## src/rtl/instr_fetch_unit.sv

```systemverilog
// RISC-V fetch stage: holds the PC, reads instruction words over a req/ack
// handshake and hands them to decode through a valid/ready instruction register.
module instr_fetch_unit #(
   parameter logic [31:0] RESET_PC  = 32'h0000_0000,
   parameter int          TIMEOUT   = 16,
   parameter logic [31:0] NOP_INSTR = 32'h0000_0013
) (
   input  logic        clk,
   input  logic        rst_n,
   input  logic        stall,
   input  logic        pc_load,
   input  logic [31:0] pc_target,
   output logic        mem_req,
   output logic [31:0] mem_addr,
   input  logic        mem_ack,
   input  logic [31:0] mem_rdata,
   output logic        instr_valid,
   input  logic        instr_ready,
   output logic [31:0] instr,
   output logic [31:0] instr_pc,
   output logic [24:0] imm_field,
   output logic        fetch_err
);

   typedef enum logic [1:0] {IDLE, FETCH, HOLD} state_t;

   localparam int                CNT_W   = (TIMEOUT > 2) ? $clog2(TIMEOUT) : 1;
   localparam logic [CNT_W-1:0]  CNT_MAX = CNT_W'(TIMEOUT - 1);

   state_t            state_q, state_d;
   logic [31:0]       pc_q, pc_d;
   logic [31:0]       pend_q, pend_d;
   logic              flush_q, flush_d;
   logic [CNT_W-1:0]  cnt_q, cnt_d;
   logic [31:0]       instr_q, instr_d;
   logic [31:0]       instr_pc_q, instr_pc_d;
   logic              instr_valid_q, instr_valid_d;
   logic              fetch_err_q, fetch_err_d;
   logic [31:0]       target;

   assign target = pc_target & ~32'h3;

   always_comb begin
      // NOTE: every _d starts from its _q so no path through the case leaves a
      // signal unassigned, which would otherwise infer a latch.
      state_d       = state_q;
      pc_d          = pc_q;
      pend_d        = pend_q;
      flush_d       = flush_q;
      cnt_d         = cnt_q;
      instr_d       = instr_q;
      instr_pc_d    = instr_pc_q;
      instr_valid_d = instr_valid_q;
      fetch_err_d   = 1'b0;

      case (state_q)
         IDLE: begin
            if (pc_load) begin
               pc_d    = target;
               state_d = FETCH;
            end else if (!stall) begin
               state_d = FETCH;
            end
         end

         FETCH: begin
            if (mem_ack) begin
               cnt_d = '0;
               if (flush_q || pc_load) begin
                  // Redirected while the read was in flight: drop the data.
                  pc_d    = pc_load ? target : pend_q;
                  flush_d = 1'b0;
               end else begin
                  instr_d       = mem_rdata;
                  instr_pc_d    = pc_q;
                  pc_d          = pc_q + 32'd4;
                  instr_valid_d = 1'b1;
                  state_d       = HOLD;
               end
            end else begin
               if (pc_load) begin
                  pend_d  = target;
                  flush_d = 1'b1;
               end
               if (cnt_q == CNT_MAX) begin
                  // Give up on this read; IDLE re-issues it, after any redirect.
                  fetch_err_d = 1'b1;
                  cnt_d       = '0;
                  flush_d     = 1'b0;
                  state_d     = IDLE;
                  if (pc_load)      pc_d = target;
                  else if (flush_q) pc_d = pend_q;
               end else begin
                  cnt_d = cnt_q + CNT_W'(1);
               end
            end
         end

         HOLD: begin
            if (pc_load) begin
               instr_d       = NOP_INSTR;
               instr_valid_d = 1'b0;
               pc_d          = target;
               state_d       = FETCH;
            end else if (instr_ready) begin
               instr_valid_d = 1'b0;
               state_d       = stall ? IDLE : FETCH;
            end
         end

         default: state_d = IDLE;
      endcase
   end

   // NOTE: state is updated only with non-blocking assignments so every flop
   // samples the pre-edge value of every other flop.
   always_ff @(posedge clk or negedge rst_n) begin
      if (!rst_n) begin
         state_q       <= IDLE;
         pc_q          <= RESET_PC;
         pend_q        <= RESET_PC;
         flush_q       <= 1'b0;
         cnt_q         <= '0;
         instr_q       <= NOP_INSTR;
         instr_pc_q    <= 32'h0;
         instr_valid_q <= 1'b0;
         fetch_err_q   <= 1'b0;
      end else begin
         state_q       <= state_d;
         pc_q          <= pc_d;
         pend_q        <= pend_d;
         flush_q       <= flush_d;
         cnt_q         <= cnt_d;
         instr_q       <= instr_d;
         instr_pc_q    <= instr_pc_d;
         instr_valid_q <= instr_valid_d;
         fetch_err_q   <= fetch_err_d;
      end
   end

   assign mem_req     = (state_q == FETCH);
   assign mem_addr    = pc_q;
   assign instr       = instr_q;
   assign instr_pc    = instr_pc_q;
   assign instr_valid = instr_valid_q;
   assign fetch_err   = fetch_err_q;
   assign imm_field   = instr_q[31:7];

endmodule

```

## config.mk

```make
export PLATFORM = sky130hd
export DESIGN_NAME = instr_fetch_unit
export DESIGN_NICKNAME = d
export VERILOG_FILES = /design/src/rtl/instr_fetch_unit.sv
export SDC_FILE = /design/constraint.sdc
export NUM_CORES = 1
export LEC_CHECK = 0
export CAP_MARGIN = 20
export CELL_PAD_IN_SITES_DETAIL_PLACEMENT = 0
export CELL_PAD_IN_SITES_GLOBAL_PLACEMENT = 1
export CORE_AREA = 2 2 137 152
export DETAILED_ROUTE_END_ITERATION = 10
export DIE_AREA = 0 0 139 154
export GPL_TIMING_DRIVEN = 0
export PLACE_DENSITY_LB_ADDON = 0.1
export SYNTH_ARGS = -nofsm -noshare
export SYNTH_HDL_FRONTEND = slang
export SYNTH_SLANG_ARGS = --single-unit
```

## constraint.sdc

```tcl
create_clock -name clk -period 5.5 [get_ports clk]
set_clock_uncertainty 0.1 [all_clocks]
set_input_delay 0.825 -clock clk [delete_from_list [all_inputs] [get_ports clk]]
set_output_delay 0.825 -clock clk [all_outputs]
set_load 0.03 [all_outputs]
```

After elaboration in Yosys (flattened, before gate mapping)
Cells that the tools add are included.
- register bits: 137
- bits of input ports: 70
- output and inout port bits: 124
- word-level logic and storage cells: 74
- $add $sub $neg: 2
- equality and inequality tests: 13
- mux-type cells: 35
- bitwise operators: 2
- reductions and logical operators: 13
- operators with widths (cell ; count):
    $mux W32 ; 10
    $pmux W32 S2 ; 2
    $add A32 B3 Y32 const B ; 1
    $reduce_and A4 Y1 ; 4
    $mux W2 ; 7
    $mux W1 ; 12
    $ne A3 B3 Y1 const B ; 3
    $mux W4 ; 2
    $ne A2 B1 Y1 const B ; 3
    $pmux W2 S3 ; 1
    $reduce_and A3 Y1 ; 2
    $add A4 B1 Y4 const B ; 1
    $eq A4 B4 Y1 const B ; 1
    $ne A2 B2 Y1 const B ; 2
    $ne A4 B2 Y1 const B ; 1
    $reduce_bool A2 Y1 ; 2
    $ne A3 B1 Y1 const B ; 1
    $reduce_bool A3 Y1 ; 1
    $eq A2 B1 Y1 const B ; 1
    $eq A2 B2 Y1 const B ; 1
    $logic_not A2 Y1 ; 1
    $not A1 Y1 ; 2
    $pmux W1 S2 ; 1
    $reduce_and A2 Y1 ; 1
    2 further kinds ; 2

Longest topological paths before layout
Gate-level depths: netlist (run 1).
- depth after elaboration: 5
- gate-level depth with buffers: 8
- mapped depth without buffers: 6

Worst setup path before layout (run 1)
Ideal clock, no wire load.
- kind: input to register
- start point: input mem_ack
- end point: register pc_q[17], in the netlist mem_addr[17]
- setup time: 0.142 ns
- arrival: 2.036 ns
- data required time: 5.258 ns
- path slack: 3.222 ns
- cell stages on the path: 6
- path buffers: 2
- path through: buf_4 > or3b_4 > buf_2 > or3_1 > a31oi_1 > a211oi_1
- cells in the longest elaborated chain, start to end: 2
- elaborated cells between the ends (all ways): 5
- classes of those cells: eq/ne (2); mux (2); reduce/logical (1)
- ends and longest elaborated chain (element ; RTL line ; RTL):
    start, declared ; 15 ; input logic mem_ack,
    $ne A4 B2 Y1 (no source line), or another cell as far along ; - ;
    $reduce_and A4 Y1 (no source line) / $pmux W32 S2 (equally long branches) ; - ;
    end signal, assigned ; 130 ; pc_q <= pc_d;
    end, declared ; 31 ; logic [31:0] pc_q, pc_d;
Several ways; a longest one is shown, not always the timed one.
A chain may end at the register's enable or synchronous reset.

Worst setup path after layout (run 1)
- start point: register state_q[1]
- end point: output mem_req
- cells in the longest elaborated chain, start to end: 1
- ends and longest elaborated chain (element ; RTL line ; RTL):
    start, declared ; 30 ; state_t state_q, state_d;
    start signal, assigned ; 129 ; state_q <= state_d;
    $eq A2 B1 Y1 ; 141 ; assign mem_req = (state_q == FETCH);
    end, declared ; 13 ; output logic mem_req,
Every way passes these cells.

==> flow_metrics.tcl, run 1 <==
set metrics [dict create \
    synthesis.nets 755 \
    fill_cells 1820 \
    drv_slew 0 \
    clock-root-buffer "clkbuf_16" \
    hold_violations 0 \
    synthArstFlopShare_pct 100.0 \
    die-area_mm2 0.02141 \
    core_mm2 0.01973 \
    wl_per_cell_um 19.70 \
    post_cts_buffers 0 \
    htreeDepth 4 \
    grt-ovfl-total 0 \
    ios 194 \
    cts_buffers 17 \
    netlist-cell-type-count 74 \
    arrival_ns 2.25 \
    powerDensity_mw_per_mm2 653.1 \
    row_count 54 \
    drive_gt1_share_pct 14.68 \
    ys_warn_count 0 \
    fin_nets 965 \
    post-place-cells 1126 \
    multi_input_area_mm2 0.002932 \
    setup_violations 0 \
    seq_area_mm2 0.003432 \
    clock_path_buffers 2 \
    drc 0 \
    final_util_pct 49.28 \
    syn2layout_area_growth_pct 42.73 \
    netlist_instances 683 \
    status "finished, final reports clean" \
    cap_violations 0 \
    clock_latency_ns 0.43 \
    grt_pass1_wl_um 36600 \
    synth_area_mm2 0.006812 \
    dpl.hpwl_um 16690 \
    dr.first_iter.drc_count 498 \
    timing.hold.ws_ns 0.2628 \
    start_util_pct 34.53 \
    num_antenna_cells 0 \
    start_kind "register" \
    grt_max_degree 82 \
    synth_edf_count 0 \
    worst_slew_pin_slew_ns 0.8519 \
    cts_resized 0 \
    clock_sinks 137 \
    crit_path_end_kind "primary output" \
    io_buffers 190 \
    hp-class "in -> async" \
    antenna_found_initial 0 \
    seq_area_frac_synth_pct 50.39 \
    pre_cts_ws_ns 2.231 \
    cts_tree "yes" \
    wl_um 22820 \
    slew_headroom_pct 43.00 \
    clk_pin_slew_worst_paths_ns 0.06 \
    holdBufCountCts 0 \
    setup_slack_ns 2.327 \
    fin_cells 1158 \
    rsz0062_at_grt "no" \
    ys.flop_type "dfrtp_1" \
    ant_nets 0 \
    crit_type "reg -> out" \
    critPathRequiredTime_ns 4.58 \
    grt_usage_pct 21.76 \
    ir_drop_v 0.0003330 \
    cp_max_fo 10 \
    finalCritPeriodShare_pct 57.70 \
    firstDrtPassIters 5 \
    num_vias 6069 \
    stdcell_area_mm2 0.009722 \
    first_global_vias 6138 \
    avgSynthCellArea_um2 9.973 \
    leakagePower_nw 4.199 \
    via_per_inst 5.241 \
    fin_crit_ns 3.173 \
    die-width_um 139 \
    clock.fmax_mhz 315.1 \
    synth-seq-cells 137 \
    fp.dieH_um 154 \
    place.gp.congestion 0.8498 \
    place_area_mm2 0.009057 \
]
==> placed cells by master (no fill, tap or decap), types with 8 or more instances in the layout <==
cell             netlist  routed
nor2_1                33      33
a21oi_1               27      27
clkbuf_16              0      17
o211ai_1              10      10
o21ai_0               26      26
nand4_1                9       9
nor3_1                 8       8
buf_4                 28      28
nand2_1              145     145
a22o_1                30      30
dfrtp_1              134     134
mux2_2                24      24
buf_2                 20      20
inv_1                 10      10
clkbuf_1               9       9
clkdlybuf4s50_1        0     189
nand3_1               14      14
a31oi_1                9       9
==> power breakdown <==
part           total (mW)  internal (mW)  leakage, nW  switching [mW]
Clock                1.30          0.815        0.314           0.485
Sequential           1.94           1.47         1.68           0.469
Combinational        3.11           1.34         2.20            1.77
Total                6.35           3.62         4.20            2.73
==> cells by family (layout without fill, tap and decap cells) <==
family	after synthesis	after routing	share of synthesized area (%)
DFF	137	137	50.39
muxes	34	34	5.511
buffers and inverters	76	299	6.576
xor gates and xnor gates	13	13	1.672
AOI/OAI and AO/OA	164	164	17.14
and+or+nand+nor	257	257	18.35
adders and majority gates	2	2	0.3673
==> area by class of cell <==
cell class | count | share of cell area (%)
plain buffers | 64 | 4.144
clock buffers | 17 | 4.376
flip-flops and latches | 137 | 35.30
multi-input cells | 470 | 30.15
clock inverters | 15 | 2.458
repair buffers | 191 | 19.86
inverters | 12 | 0.4633
well taps | 252 | 3.243
==> flip-flops by register name, summed over array words and instances, names as in the netlist <==
name and cells:
cnt_q 4, fetch_err 1, flush_q 1, instr 32, instr_pc 32, instr_valid 1
mem_addr 32, pend_q 32, state_q 2
==> worst paths after layout <==
path,startpoint,endpoint,slack (ns),cells after the start
setup / recovery,state_q[1],mem_req,2.33,4
hold / removal,rst_n,instr[26],0.26,1
setup reg to reg,cnt_q[0],mem_addr[8],2.98,7
hold reg to reg,instr_pc[1],instr_pc[1],0.37,2
max in group asynchronous,rst_n,mem_addr[4],4.24,2
min in group clk,instr_pc[1],instr_pc[1],0.37,2
==> cell usage after synthesis (3+ instances only) <==
master	count	area, um2
a211oi_1	5	37.54
a21oi_1	27	135.1
a22o_1	30	262.8
a22oi_1	5	37.54
a31oi_1	9	56.30
a32oi_1	5	43.79
and2_1	5	31.28
and3_1	3	18.77
and4_1	4	35.03
buf_1	3	11.26
buf_2	20	100.1
buf_4	28	210.2
buf_6	3	33.78
clkbuf_1	9	33.78
dfrtp_1	134	3353
dfstp_2	3	78.83
inv_1	10	37.54
mux2_1	4	45.04
mux2_2	24	270.3
mux2i_1	6	60.06
nand2_1	145	544.3
nand2b_1	5	31.28
nand3_1	14	70.07
nand4_1	9	56.30
nor2_1	33	123.9
nor2b_1	7	43.79
nor3_1	8	40.04
o211ai_1	10	75.07
o21ai_0	26	130.1
o21ai_1	7	35.03
o221ai_1	3	26.28
o22a_1	7	61.31
o22ai_1	4	25.02
o31ai_1	3	22.52
or3_1	4	25.02
xnor2_1	7	61.31
xor2_1	6	52.55
==> metrics by stage <==
stage / total power [mW] / TNS [ns]
4_1_cts: 6.388 / 0
6_report: 6.349 / 0
2_1_floorplan: 3.724 / 0
5_1_grt: 6.687 / 0
3_3_place_gp: 5.020 / -300.01
3_5_place_dp: 5.070 / 0
==> worst max-delay path, stage by stage, from the launching register on <==
cell,delay [ns]
dfrtp_1,0.48
nand2b_1,0.26
buf_4,0.21
inv_2,0.16
clkdlybuf4s50_1,0.70
==> metal layers <==
metal | part of all wire, % | vias up | routed length, um | global-route usage [%]
li1 | - | 2847 | - | -
met1 | 46 | 2982 | 10540 | 29.57
met2 | 47 | 216 | 10700 | 35.44
met3 | 5.5 | 24 | 1244 | 4.017
met4 | 1.4 | 0 | 329 | 6.734
met5 | 0 | - | 0 | 0
Power figures use the tool's default switching activity.
==> run 2, diff against run 1 <==
==> constraint.sdc (replaced) <==
create_clock -name clk -period 3.2 [get_ports clk]
set_clock_uncertainty 0.1 [all_clocks]
set_input_delay 0.48 -clock clk [delete_from_list [all_inputs] [get_ports clk]]
set_output_delay 0.48 -clock clk [all_outputs]
set_load 0.03 [all_outputs]
==> run 2 against run 1 <==
Effect of this change: worst hold slack better by 0.10 ns; cell area up 0.10%; critical path depth unchanged; first-iteration DRC count down 20%; cell count about the same; largest cell class unchanged; sequential cell count unchanged; global-route usage about the same; die area unchanged; non-clock buffer count up 1.
==> flow_metrics.tcl, run 2 (synthesis results as in run 1) <==
set metrics [dict create \
    firstDrtPassIters 5 \
    grt_pass1_wl_um 36610 \
    reg2reg_from "cnt_q[0]" \
    ant_nets 0 \
    post_cts_buffers 0 \
    hold_violations 0 \
    clock_path_buffers 2 \
    final_util_pct 49.33 \
    wl_um 22840 \
    clock_sinks 137 \
    crit_chain "nand2b_1, buf_4, inv_2, clkdlybuf4s50_1" \
    fin_cells 1159 \
    arrival_ns 2.24 \
    holdBufCountCts 1 \
    grt_max_degree 82 \
    worst_slew_pin_slew_ns 0.8578 \
    fin_nets 966 \
    drc 0 \
    ir_drop_v 0.0005712 \
    via_per_inst 5.245 \
    busiest_layer "met2" \
    r2r-end "mem_addr[8]" \
    grtUsageMet2_pct 35.47 \
    cts_buffers 17 \
    cp_slowest_stage_delay_ns 0.70 \
    fin_crit_ns 2.820 \
    cts_tree "yes" \
    slew_headroom_pct 42.60 \
    layout_commonest_cell "clkdlybuf4s50_1" \
    cp_max_fo 10 \
    post-place-cells 1126 \
    min-delay-start "mem_ack" \
    status "finished, final reports clean" \
    hp-class "in -> reg" \
    grt_usage_pct 21.76 \
    dpl.hpwl_um 16690 \
    clock_latency_ns 0.43 \
    ios 194 \
    holdPathEnd "cnt_q[0]" \
    drv_slew 0 \
    clock.fmax_mhz 354.6 \
    num_vias 6079 \
    use_met3_pct 3.986 \
    whs_path_depth 4 \
    die-width_um 139 \
    clock-root-buffer "clkbuf_16" \
    reg2regPathDepth 7 \
    htreeDepth 4 \
    critPathRequiredTime_ns 2.62 \
    dr.first_iter.drc_count 397 \
    first_global_vias 6138 \
    rsz0062_at_grt "no" \
    finalCritPeriodShare_pct 88.13 \
    core_mm2 0.01973 \
    antenna_found_initial 0 \
    syn2layout_area_growth_pct 42.87 \
    drive_gt1_share_pct 14.66 \
    start_kind "register" \
    die-area_mm2 0.02141 \
    setup_violations 0 \
    io_buffers 190 \
    place.gp.congestion 0.8498 \
    leakagePower_nw 4.203 \
    wl_per_cell_um 19.71 \
    start_util_pct 34.53 \
    powerDensity_mw_per_mm2 1121 \
    power_mw 10.91 \
    pre_cts_ws_ns 0.2760 \
    timing.hold.ws_ns 0.3649 \
    clk_pin_slew_worst_paths_ns 0.06 \
    final_cell_mix "clkdlybuf4s50_1 (189), nand2_1 (145), dfrtp_1 (134)" \
    rrSetupSlack_ns 0.70 \
    grt-ovfl-total 0 \
    setup_slack_ns 0.3800 \
    row_count 54 \
    cts_resized 0 \
    met1_usage_pct 29.59 \
    cap_violations 0 \
    num_antenna_cells 0 \
    crit_slowest_cell "clkdlybuf4s50_1" \
    crit_type "reg -> out" \
    fp.dieH_um 154 \
    crit_path_end_kind "primary output" \
]
[run 2: changes by cell type in the layout (fill, tap and decap cells not counted)]
cell,previous run,this run
dlygate4sd3_1,0,1
[run 2: metal layers]
metal	wire length [um]	vias to the layer above
met1	10460	2995
met5	0	-
li1	-	2848
met2	10740	214
met3	1323	22
met4	318	0
[run 2: area by class of cell]
cell class / count / area, um2
Tap cell: 252 / 315.3
Inverter: 12 / 45.04
Clock buffer: 17 / 425.4
Fill cell: 1820 / 9997
Sequential cell: 137 / 3432
Timing Repair Buffer: 192 / 1941
Multi-Input combinational cell: 470 / 2932
Clock inverter: 15 / 239.0
Buffer: 64 / 402.9
[run 2: metrics by stage]
| stage | TNS (ns) | instance area [um2] |
|---|---|---|
| floorplan | 0 | 6812 |
| global placement | -567.84 | 9029 |
| detailed placement | 0 | 9057 |
| CTS | 0 | 9732 |
| global route | 0 | 9732 |
| finish | 0 | 9732 |
[run 2: power by group]
group / switching, mW / internal, mW / leakage (nW)
Combinational: 3.05 / 2.30 / 2.20
Clock: 0.833 / 1.40 / 0.314
Sequential: 0.809 / 2.52 / 1.68
Total: 4.69 / 6.22 / 4.20
[run 2: worst max path at each step]
| stage | end | slack, ns | from |
|---|---|---|---|
| 3_5_place_dp | mem_addr[8] | 0.28 | pc_load |
| 4_1_cts | mem_req | 0.37 | state_q[1] |
| 3_3_place_gp | mem_addr[4] | -4.19 | rst_n |
| 2_1_floorplan | mem_addr[30] | 1.07 | mem_addr[2] |
| 5_1_grt | mem_req | 0.31 | state_q[1] |
| 6_report | mem_req | 0.38 | state_q[1] |
[run 2: critical path, delay by kind of cell, from the launching register on]
kind                   cells  cell delay [ns]
buffers and inverters      3             1.07
and+or+nand+nor            1             0.26
DFF                        1             0.48
